<file path="config.mk">
export PLATFORM = sky130hd
export DESIGN_NAME = fp_add_arbiter
export DESIGN_NICKNAME = d
export VERILOG_FILES = /design/src/rtl/fp_arb_pkg.sv /design/src/rtl/fp_add_arbiter_add_fp.sv /design/src/rtl/fp_add_arbiter.sv
export SDC_FILE = /design/constraint.sdc
export NUM_CORES = 1
export LEC_CHECK = 0
export CAP_MARGIN = 15
export CORE_UTILIZATION = 50
export CTS_CLUSTER_DIAMETER = 40
export DETAILED_ROUTE_END_ITERATION = 16
export PLACE_DENSITY = 0.79
export RECOVER_POWER = 50
export SLEW_MARGIN = 20
export SYNTH_ARGS = -nofsm -noshare
export SYNTH_HDL_FRONTEND = slang
export SYNTH_SLANG_ARGS = --single-unit
</file>
<file path="constraint.sdc">
create_clock -name clk -period 22.3 [get_ports clk]
set_input_delay 3.345 -clock clk [delete_from_list [all_inputs] [get_ports clk]]
set_output_delay 3.345 -clock clk [all_outputs]
set_load 0.03 [all_outputs]
</file>
<file path="src/rtl/fp_arb_pkg.sv">
// rtl/fp_arb_pkg.sv - shared constants and helpers for the FP32 adder arbiter
package fp_arb_pkg;

  localparam int FP_W        = 32;
  localparam int NUM_REQ_DEF = 4;
  localparam int ID_W_DEF    = 2;

  localparam logic [FP_W-1:0] FP_QNAN = 32'h7FC0_0000;

  // Leading-zero count of the 27-bit working mantissa {hidden, frac, G, R, S}.
  function automatic logic [4:0] count_lz27(input logic [26:0] v);
    logic [4:0] n;
    n = 5'd27;
    for (int i = 0; i < 27; i++) begin
      if (v[i]) n = 5'(26 - i);
    end
    return n;
  endfunction

endpackage

</file>
<file path="src/rtl/fp_add_arbiter_add_fp.sv">
// rtl/fp_add_arbiter_add_fp.sv - combinational IEEE-754 single adder, round-to-nearest-even
module Add_FP
  import fp_arb_pkg::*;
(
  input  logic [FP_W-1:0] a_i,
  input  logic [FP_W-1:0] b_i,
  output logic [FP_W-1:0] sum_o
);

  logic        a_nan, b_nan, a_inf, b_inf, a_big, eff_sub, sticky, rnd_up;
  logic [31:0] x, y;
  logic [7:0]  ex, ey, d;
  logic [26:0] mx, my, my_al, m;
  logic [27:0] raw;
  logic [8:0]  e, shift;
  logic [4:0]  lz;
  logic [24:0] mant;

  always_comb begin
    a_nan = (&a_i[30:23]) & (|a_i[22:0]);
    b_nan = (&b_i[30:23]) & (|b_i[22:0]);
    a_inf = (&a_i[30:23]) & ~(|a_i[22:0]);
    b_inf = (&b_i[30:23]) & ~(|b_i[22:0]);

    // x is the operand of larger magnitude; it also supplies the result sign.
    a_big = a_i[30:0] >= b_i[30:0];
    x     = a_big ? a_i : b_i;
    y     = a_big ? b_i : a_i;
    ex    = (x[30:23] == 8'd0) ? 8'd1 : x[30:23];
    ey    = (y[30:23] == 8'd0) ? 8'd1 : y[30:23];
    mx    = {x[30:23] != 8'd0, x[22:0], 3'b000};
    my    = {y[30:23] != 8'd0, y[22:0], 3'b000};
    d     = ex - ey;

    sticky = 1'b0;
    my_al  = '0;
    if (d >= 8'd27) begin
      my_al = {26'd0, |my};
    end else begin
      sticky = |(my & ~({27{1'b1}} << d));
      my_al  = my >> d;
      my_al[0] = my_al[0] | sticky;
    end

    eff_sub = x[31] ^ y[31];
    raw     = eff_sub ? ({1'b0, mx} - {1'b0, my_al}) : ({1'b0, mx} + {1'b0, my_al});

    e = {1'b0, ex};
    if (raw[27]) begin
      m = {raw[27:2], raw[1] | raw[0]};
      e = e + 9'd1;
    end else begin
      m = raw[26:0];
    end

    // Normalise left, but never below the denormal exponent.
    lz    = count_lz27(m);
    shift = ({4'd0, lz} < (e - 9'd1)) ? {4'd0, lz} : (e - 9'd1);
    if (m != 27'd0) begin
      m = m << shift;
      e = e - shift;
    end

    rnd_up = m[2] & (m[1] | m[0] | m[3]);
    mant   = {1'b0, m[26:3]} + {24'd0, rnd_up};
    if (mant[24]) begin
      mant = mant >> 1;
      e    = e + 9'd1;
    end

    if (m == 27'd0) begin
      sum_o = eff_sub ? 32'd0 : {x[31], 31'd0};
    end else if (mant[23] && e >= 9'd255) begin
      sum_o = {x[31], 8'hFF, 23'd0};
    end else begin
      sum_o = {x[31], mant[23] ? e[7:0] : 8'd0, mant[22:0]};
    end

    if (a_nan || b_nan || (a_inf && b_inf && (a_i[31] != b_i[31]))) begin
      sum_o = FP_QNAN;
    end else if (a_inf) begin
      sum_o = a_i;
    end else if (b_inf) begin
      sum_o = b_i;
    end
  end

endmodule

</file>
<file path="src/rtl/fp_add_arbiter.sv">
// rtl/fp_add_arbiter.sv - round-robin arbiter sharing one FP32 adder across requesters
module fp_add_arbiter
  import fp_arb_pkg::*;
#(
  parameter int NUM_REQ = NUM_REQ_DEF,
  parameter int ID_W    = ID_W_DEF
) (
  input  logic                    clk,
  input  logic                    rst,
  input  logic [NUM_REQ-1:0]      req_valid,
  output logic [NUM_REQ-1:0]      req_ready,
  input  logic [NUM_REQ*FP_W-1:0] req_a,
  input  logic [NUM_REQ*FP_W-1:0] req_b,
  output logic                    rsp_valid,
  input  logic                    rsp_ready,
  output logic [ID_W-1:0]         rsp_id,
  output logic [FP_W-1:0]         rsp_sum,
  output logic [31:0]             op_count
);

  localparam logic [ID_W-1:0] ID_ONE = 1;

  logic            s1_valid_q, s1_valid_d;
  logic [FP_W-1:0] s1_a_q, s1_a_d, s1_b_q, s1_b_d;
  logic [ID_W-1:0] s1_id_q, s1_id_d;
  logic            s2_valid_q, s2_valid_d;
  logic [FP_W-1:0] s2_sum_q, s2_sum_d;
  logic [ID_W-1:0] s2_id_q, s2_id_d;
  logic [ID_W-1:0] ptr_q, ptr_d;
  logic [31:0]     op_count_q, op_count_d;
  logic            rst_dly_q;

  logic            s1_adv, accept_en, ready_en, gnt_found, xfer, rsp_hs;
  logic [ID_W-1:0] gnt_id, scan_idx;
  logic [FP_W-1:0] add_sum;

  Add_FP u_add_fp (
    .a_i   (s1_a_q),
    .b_i   (s1_b_q),
    .sum_o (add_sum)
  );

  assign rsp_valid = s2_valid_q & ~rst;
  assign rsp_id    = rst ? '0 : s2_id_q;
  assign rsp_sum   = rst ? '0 : s2_sum_q;
  assign op_count  = op_count_q;

  assign s1_adv    = s1_valid_q & (~s2_valid_q | rsp_ready);
  assign accept_en = ~s1_valid_q | s1_adv;
  // Requesters are held off for the cycle after reset as well.
  assign ready_en  = accept_en & ~rst & ~rst_dly_q;
  assign rsp_hs    = rsp_valid & rsp_ready;
  assign xfer      = ready_en & gnt_found;

  // Descending scan so the candidate closest to the pointer wins.
  always_comb begin
    gnt_found = 1'b0;
    gnt_id    = '0;
    scan_idx  = '0;
    for (int k = NUM_REQ - 1; k >= 0; k--) begin
      scan_idx = ptr_q + k[ID_W-1:0];
      if (req_valid[scan_idx]) begin
        gnt_found = 1'b1;
        gnt_id    = scan_idx;
      end
    end
    req_ready = '0;
    if (xfer) req_ready[gnt_id] = 1'b1;
  end

  always_comb begin
    s1_valid_d = s1_valid_q;
    s1_a_d     = s1_a_q;
    s1_b_d     = s1_b_q;
    s1_id_d    = s1_id_q;
    s2_valid_d = s2_valid_q;
    s2_sum_d   = s2_sum_q;
    s2_id_d    = s2_id_q;
    ptr_d      = ptr_q;
    op_count_d = op_count_q;

    if (s1_adv) begin
      s2_valid_d = 1'b1;
      s2_sum_d   = add_sum;
      s2_id_d    = s1_id_q;
    end else if (rsp_hs) begin
      s2_valid_d = 1'b0;
    end

    if (xfer) begin
      s1_valid_d = 1'b1;
      s1_a_d     = req_a[gnt_id*FP_W +: FP_W];
      s1_b_d     = req_b[gnt_id*FP_W +: FP_W];
      s1_id_d    = gnt_id;
      ptr_d      = gnt_id + ID_ONE;
    end else if (s1_adv) begin
      s1_valid_d = 1'b0;
    end

    if (rsp_hs) op_count_d = op_count_q + 32'd1;
  end

  always_ff @(posedge clk) begin
    if (rst) begin
      s1_valid_q <= 1'b0;
      s1_a_q     <= '0;
      s1_b_q     <= '0;
      s1_id_q    <= '0;
      s2_valid_q <= 1'b0;
      s2_sum_q   <= '0;
      s2_id_q    <= '0;
      ptr_q      <= '0;
      op_count_q <= '0;
      rst_dly_q  <= 1'b1;
    end else begin
      s1_valid_q <= s1_valid_d;
      s1_a_q     <= s1_a_d;
      s1_b_q     <= s1_b_d;
      s1_id_q    <= s1_id_d;
      s2_valid_q <= s2_valid_d;
      s2_sum_q   <= s2_sum_d;
      s2_id_q    <= s2_id_d;
      ptr_q      <= ptr_d;
      op_count_q <= op_count_d;
      rst_dly_q  <= 1'b0;
    end
  end

endmodule

</file>
== Word-level counts from Yosys, hierarchy flattened ==
Cells that the tools add are included.
Word-level totals
  bits in registers: 137
  bits of input ports: 263
  output and inout port bits: 71
  word-level logic and storage cells: 158
Cells by class
  $add $sub $neg: 13
  magnitude comparators: 10
  eq/ne operators: 1
  shift-type cells: 5
  multiplexer cells: 73
  bitwise logic cells: 26
  reduce and logical (&&, ||, !) cells: 20
Operator list (count)
  $mux 32: 8
  $shiftx 128x8->32: 2
  $mux 27: 3
  $mux 5: 16
  $reduce_or 23->1: 2
  $mux 4: 9
  $mux 9: 4
  $add 32x1->32 const B: 1
  $ge 31x31->1: 1
  $mux 31: 1
  $add 27x27->28: 1
  $mux 28: 1
  $sub 27x27->28: 1
  $and 27x27->27: 1
  $logic_not 27->1: 1
  $not 27->27: 1
  $reduce_bool 27->1: 1
  $reduce_or 27->1: 1
  $shl 27x8->27 const A: 1
  $shl 27x9->27: 1
  $shr 27x8->27: 1
  $add 24x1->25: 1
  $mux 24: 1
  $mux 8: 3
  28 further kinds: 85

== Depth between registers and ports, before layout ==
  word-level depth: 58
  depth in mapped cells: 88
  mapped depth without buffers: 75

== Hierarchy ==
From an unflattened synthesis, not the netlist that was laid out.
Unflattened totals
  cell total of the unflattened synthesis: 3088
  area, all modules: 20905.0 um2
Modules (own cells, without submodules)
  Add_FP: instances 1, cells an instance 2170, area each 13639.3 um2, seq. area each 0.0 um2
  fp_add_arbiter: instances 1, cells an instance 918, area each 7265.7 um2, seq. area each 2742.6 um2

== Worst setup path before layout ==
No wires, ideal clock.
  path kind: reg-to-reg
  start: reg s1_b_q[26]
  end: reg s2_sum_q[19]
  setup time: 84 ps
  data arrival time: 15386 ps
  required time: 22216 ps
  slack: 6830 ps
  stages on the path, launching flop included: 87
  path buffers: 14
  clock period less this slack: 15470 ps
  cell sequence: dfxtp_1 -> inv_1 -> ha_1 -> nand3_1 -> nor4_2 -> a21oi_1 -> a21o_1 -> nand2_1 -> buf_4 -> buf_2 -> buf_1 -> nor2_1 -> a21oi_1 -> nand4_1 -> nand2_1 -> inv_1 -> ha_1 -> fa_1 -> (+51 left out) -> ha_1 -> inv_1 -> fa_1 -> a21o_1 -> a21oi_1 -> o21bai_1 -> a21oi_1 -> nand2_1 -> xor2_1 -> nand2b_1 -> nor2_1 -> nand2_1 -> nor3_1 -> nor4b_2 -> xnor2_1 -> a31oi_2 -> buf_6 -> o31ai_2
Between the ends
  word-level cells in the longest chain between the ends: 58
  elaborated cells on any way between the ends: 84
  those cells by class: add/sub: 8; order compare: 4; shift: 3; mux: 45; bitwise: 10; reduce/logical: 14
RTL lines
  from (decl): RTL line fp_add_arbiter.sv:24  | logic [FP_W-1:0] s1_a_q, s1_a_d, s1_b_q, s1_b_d;
  from (signal assigned): RTL line fp_add_arbiter.sv:107  | s1_b_q <= '0;
  from (signal assigned): RTL line fp_add_arbiter.sv:118  | s1_b_q <= s1_b_d;
  $ge 31x31->1: RTL line fp_add_arbiter_add_fp.sv:26  | a_big = a_i[30:0] >= b_i[30:0];
  $mux 32 (on tied branches): RTL line fp_add_arbiter_add_fp.sv:27, fp_add_arbiter_add_fp.sv:28
  $logic_not 8->1 (on tied branches): RTL line fp_add_arbiter_add_fp.sv:29, fp_add_arbiter_add_fp.sv:30
  $mux 8 (on tied branches): RTL line fp_add_arbiter_add_fp.sv:29, fp_add_arbiter_add_fp.sv:30
  $sub 8x8->8: RTL line fp_add_arbiter_add_fp.sv:33  | d = ex - ey;
  $shl 27x8->27: RTL line fp_add_arbiter_add_fp.sv:40  | sticky = |(my & ~({27{1'b1}} << d));
  $not 27->27: RTL line fp_add_arbiter_add_fp.sv:40
  $and 27x27->27: RTL line fp_add_arbiter_add_fp.sv:40
  (+42 left out)
  $mux 9: RTL line fp_add_arbiter_add_fp.sv:66  | if (mant[24]) begin
  $ge 9x8->1: RTL line fp_add_arbiter_add_fp.sv:73  | end else if (mant[23] && e >= 9'd255) begin
  $logic_and 1x1->1: RTL line fp_add_arbiter_add_fp.sv:73
  $mux 31: RTL line fp_add_arbiter_add_fp.sv:73
  $mux 32: RTL line fp_add_arbiter_add_fp.sv:71  | if (m == 27'd0) begin
  $mux 32: RTL line fp_add_arbiter_add_fp.sv:83  | end else if (b_inf) begin
  $mux 32: RTL line fp_add_arbiter_add_fp.sv:81  | end else if (a_inf) begin
  $mux 32 *: RTL line fp_add_arbiter_add_fp.sv:79  | if (a_nan || b_nan || (a_inf && b_inf && (a_i[31] != b_i[31]))) begin
  to (signal assigned): RTL line fp_add_arbiter.sv:121  | s2_sum_q <= s2_sum_d;
  to (decl): RTL line fp_add_arbiter.sv:27  | logic [FP_W-1:0] s2_sum_q, s2_sum_d;
Every way passes the cells marked *; elsewhere a longest branch is shown, timed or not.
A chain may end at the register's enable or synchronous reset.

== Worst setup path in the final report ==
  start: reg s1_b_q[20]
  end: reg s2_sum_q[1]
The elaborated chain is that of the path after synthesis.

==> results.md <==
* Wire per inst at 24.3 µm
* TritonCTS clock tree: done
* Worst-margin pin slew at roughly 3600 ps
* Post-route clock skew at between 10 and 15 ps
* Leak at ~10 nW
* GPL Wtd Cong at about 1.1
* Starting DRT DRC Count at ~3,400
* Final HPWL DP at between 70,000 and 80,000 µm
* XOR/XNOR Fraction of Synth Area at 0.0407
* Post-synthesis simple-gate area fraction at 0.332
* Setup Viol. Count Final at 0
* Register area share after synthesis at 0.131
* Clk sinks at 137
* Top delay family on crit path: compound AO/OA/AOI/OAI gates
* Vias in the first global route at between 20,000 and 25,000
* Fin nets at 3,711
* Clock power share at 0.061
* Startpoint class of the critical path: register
* Crit share post-route at 0.848
* Port bufs at around 330
* Number of gates resized after cts at 0
* Kind of critical path: register to register
* Initial Utilization at 0.509
* Synth Area in Adders at 0.0688
* Fillcell total at 3,889
* Initial antenna violation count at 10
* Largest net degree at the start of global routing at 92
* Critical path fanouts, max at 52
* Sequential Power Share at 0.062
* Slew headroom at -1.38
* Outcome: finished with violations
* Main combinational cell family by area after synthesis: simple AND/OR/NAND/NOR gates
* First-pass detailed-route iteration total at 6
* First-pass GRT wire length at between 100,000 and 150,000 µm
* Int Pwr at around 1.8 mW
* H-tree depth at 4
* CP max stage delay at between 900 and 1000 ps
* Tmin final at 18,900 ps
* Bufs on Longest Clock Path at 2
* Detail Route Antenna Nets at 0
* Layout cells sized above 1 at 0.0508
* Clk pin slew, worst setup/hold paths at 60 ps
* Util after Layout at 0.606
* Net Sw Frac at 0.627
* RSZ-0062 raised after global routing: no
* Later-pin clock latency in the skew report at between 400 and 500 ps
* Most used cell, CP: a21oi_1
* Min-delay worst type: register to register
* Max cap viols at 4
* GRT Resource Usage Total at 0.430
* Unique masters post-synth at ~120
* Synth Warn # at 0
* Peak VDD IR at roughly 0.12 mV
* PwrDens at around 190 nW/µm²
* Vias per cell at 6.80
* I/O Pins at roughly 330
* Die area at 42,600 µm²
* Cells after Synth at 3,162
* Worst Path Arrival at 19,170 ps
* CP bufs+invs at 8
* CORE AREA at roughly 41,000 µm²
* Final WL at roughly 95,000 µm
* EDFF count, synth at 0
* Die W at around 210 µm
* Setup tns final at 0 ps
* Combinational share of power at 0.877
* Slowest-stage cell, CP: a31oi_2
* Hold Violations, Final at 0
* DRC viols at 0
* Max Freq at 0.0529 GHz
* Site row count at 74
* Post-synthesis cell area at about 21,000 µm²
* DR vias at between 20,000 and 30,000
* Post-synth ARST share at 0
* Hold-fix buffers at CTS at 0
* Post-synthesis compound-gate area fraction at 0.313
* Pins over their slew limit at approximately 290
* Post-CTS setup buffer count at 0
* Ys flop type: dfxtp_1
* Avg Cell Area, Syn at roughly 6.6 µm²
* Psw at about 2.9 mW
* CP required at ~23,000 ps
* Mux cell area share after synthesis at 0.0488
* GR Overflow Total at 0
* Yosys reg bits at roughly 140
* Reg2Reg Setup Slack at 3400 ps
* Die H at between 200 and 250 µm
* TritonCTS Buffers at 17
* CTS Root Cell: clkbuf_16
* Worst setup EP type: register
* Synth-to-Final Area Change at 19.1%
* Failing checks: max-capacitance violations, max-slew violations
==> layout make-up <==
cell class	count	area, µm²	share of cell area
multi-input cells	2697	16800	0.677
repair buffers	362	3540	0.142
flip-flops and latches	137	2740	0.110
well taps	532	666	0.0268
clock buffers	20	457	0.0184
inverters	120	455	0.0183
clock inverters	12	140	0.00564
diodes	12	30.0	0.00121
==> worst paths after layout <==
check             cells past startpoint                       end                     from
setup reg to reg                     60  s2_sum_q[1]$_SDFFE_PP0P_  s1_b_q[20]$_SDFFE_PP0P_
hold / removal                        2   s2_id_q[0]$_SDFFE_PP0P_  s2_id_q[0]$_SDFFE_PP0P_
hold reg to reg                       2   s2_id_q[0]$_SDFFE_PP0P_  s2_id_q[0]$_SDFFE_PP0P_
setup / recovery                     60  s2_sum_q[1]$_SDFFE_PP0P_  s1_b_q[20]$_SDFFE_PP0P_
==> layout by cell type, fill, tap and decap left out, drive strengths merged, types with 55 or more instances in the layout <==
master and instances:
mux2i 74, ha 110, a311oi 73, a211oi 56, nor3 88, nand4 55
o21ai 157, a21oi 266, and3 95, dfxtp 137, inv 124, nor2 321
nand3 111, clkdlybuf4s50 300, nand2 543
==> synth_stat cells (25+ instances only) <==
cell type  number  area, µm²
nor4_1         36        225
mux2i_1        73        731
xnor2_1        53        464
buf_1          25       93.8
nor2_1        319       1200
a211oi_1       53        398
xor2_1         44        385
o221ai_1       25        219
a21oi_1       263       1320
a21o_1         31        233
nand2b_1       31        194
nand3_1       111        556
ha_1          110       1380
nand4_1        54        338
and3_1         95        594
nor2b_1        53        332
o21ai_0       121        606
and2_1         34        213
inv_1         116        435
a311oi_1       72        631
o211ai_1       33        248
nor3_1         85        425
buf_2          32        160
o21ai_1        33        165
a31oi_1        36        225
nand2_1       538       2020
clkbuf_1      136        510
dfxtp_1       137       2740
==> metal layers <==
layer | GRT usage | wire, µm | vias to the layer above
met3 | 0.0993 | 10700 | 325
met1 | 0.536 | 36300 | 12400
met5 | 0 | 13 | -
met4 | 0.240 | 5550 | 2
met2 | 0.678 | 42000 | 1791
li1 | - | - | 12000
==> cells by family (layout without fill, tap and decap cells) <==
kind of cell             count (synthesis)  after routing
multiplexers                            95             95
XOR/XNOR                                97             97
other                                    1             14
AO/OA/AOI/OAI                          934            934
flip-flops                             137            137
AND/OR/NAND/NOR                       1456           1456
buffers and inverters                  329            514
adder cells (fa/ha/maj)                113            113
==> metrics by stage <==
| step | total power [mW] | cell area (µm²) | setup WS, ps | hold WS [ps] | std cells |
|---|---|---|---|---|---|
| 4_1_cts | 4.50 | 24800 | 3970 | 452 | 3880 |
| 3_5_place_dp | 4.19 | 24200 | 4070 | 443 | 3848 |
| 2_1_floorplan | 3.11 | 20900 | 6830 | 432 | 3163 |
| 3_3_place_gp | 4.17 | 24200 | 4620 | 439 | 3848 |
| 5_1_grt | 4.92 | 24900 | 2080 | 470 | 3889 |
| 6_report | 4.70 | 24900 | 3400 | 448 | 3892 |
==> registers in the layout (all words and copies together), names as in the netlist, 2 cells and up <==
register  flops
s1_a_q       32
s2_id_q       2
s1_b_q       32
s1_id_q       2
op_count     32
s2_sum_q     32
ptr_q         2
==> worst reg2reg max path, delay by kind of cell, from the launching register on <==
| family | cells | cell delay (ps) |
|---|---|---|
| AO/OA/AOI/OAI | 29 | 8760 |
| AND/OR/NAND/NOR | 17 | 5100 |
| buffers and inverters | 8 | 2400 |
| adder cells (fa/ha/maj) | 6 | 1970 |
| flip-flops | 1 | 510 |
==> power by group through the flow <==
stage               Sequential (mW)  Combinational, mW  Clock, mW
finish                        0.293               4.12      0.287
global route                  0.294               4.33      0.301
CTS                           0.291               3.92      0.289
detailed placement            0.296               3.89          0
global placement              0.296               3.88          0
floorplan                     0.287               2.82          0
Note: power is estimated with default switching activity, not from simulation.
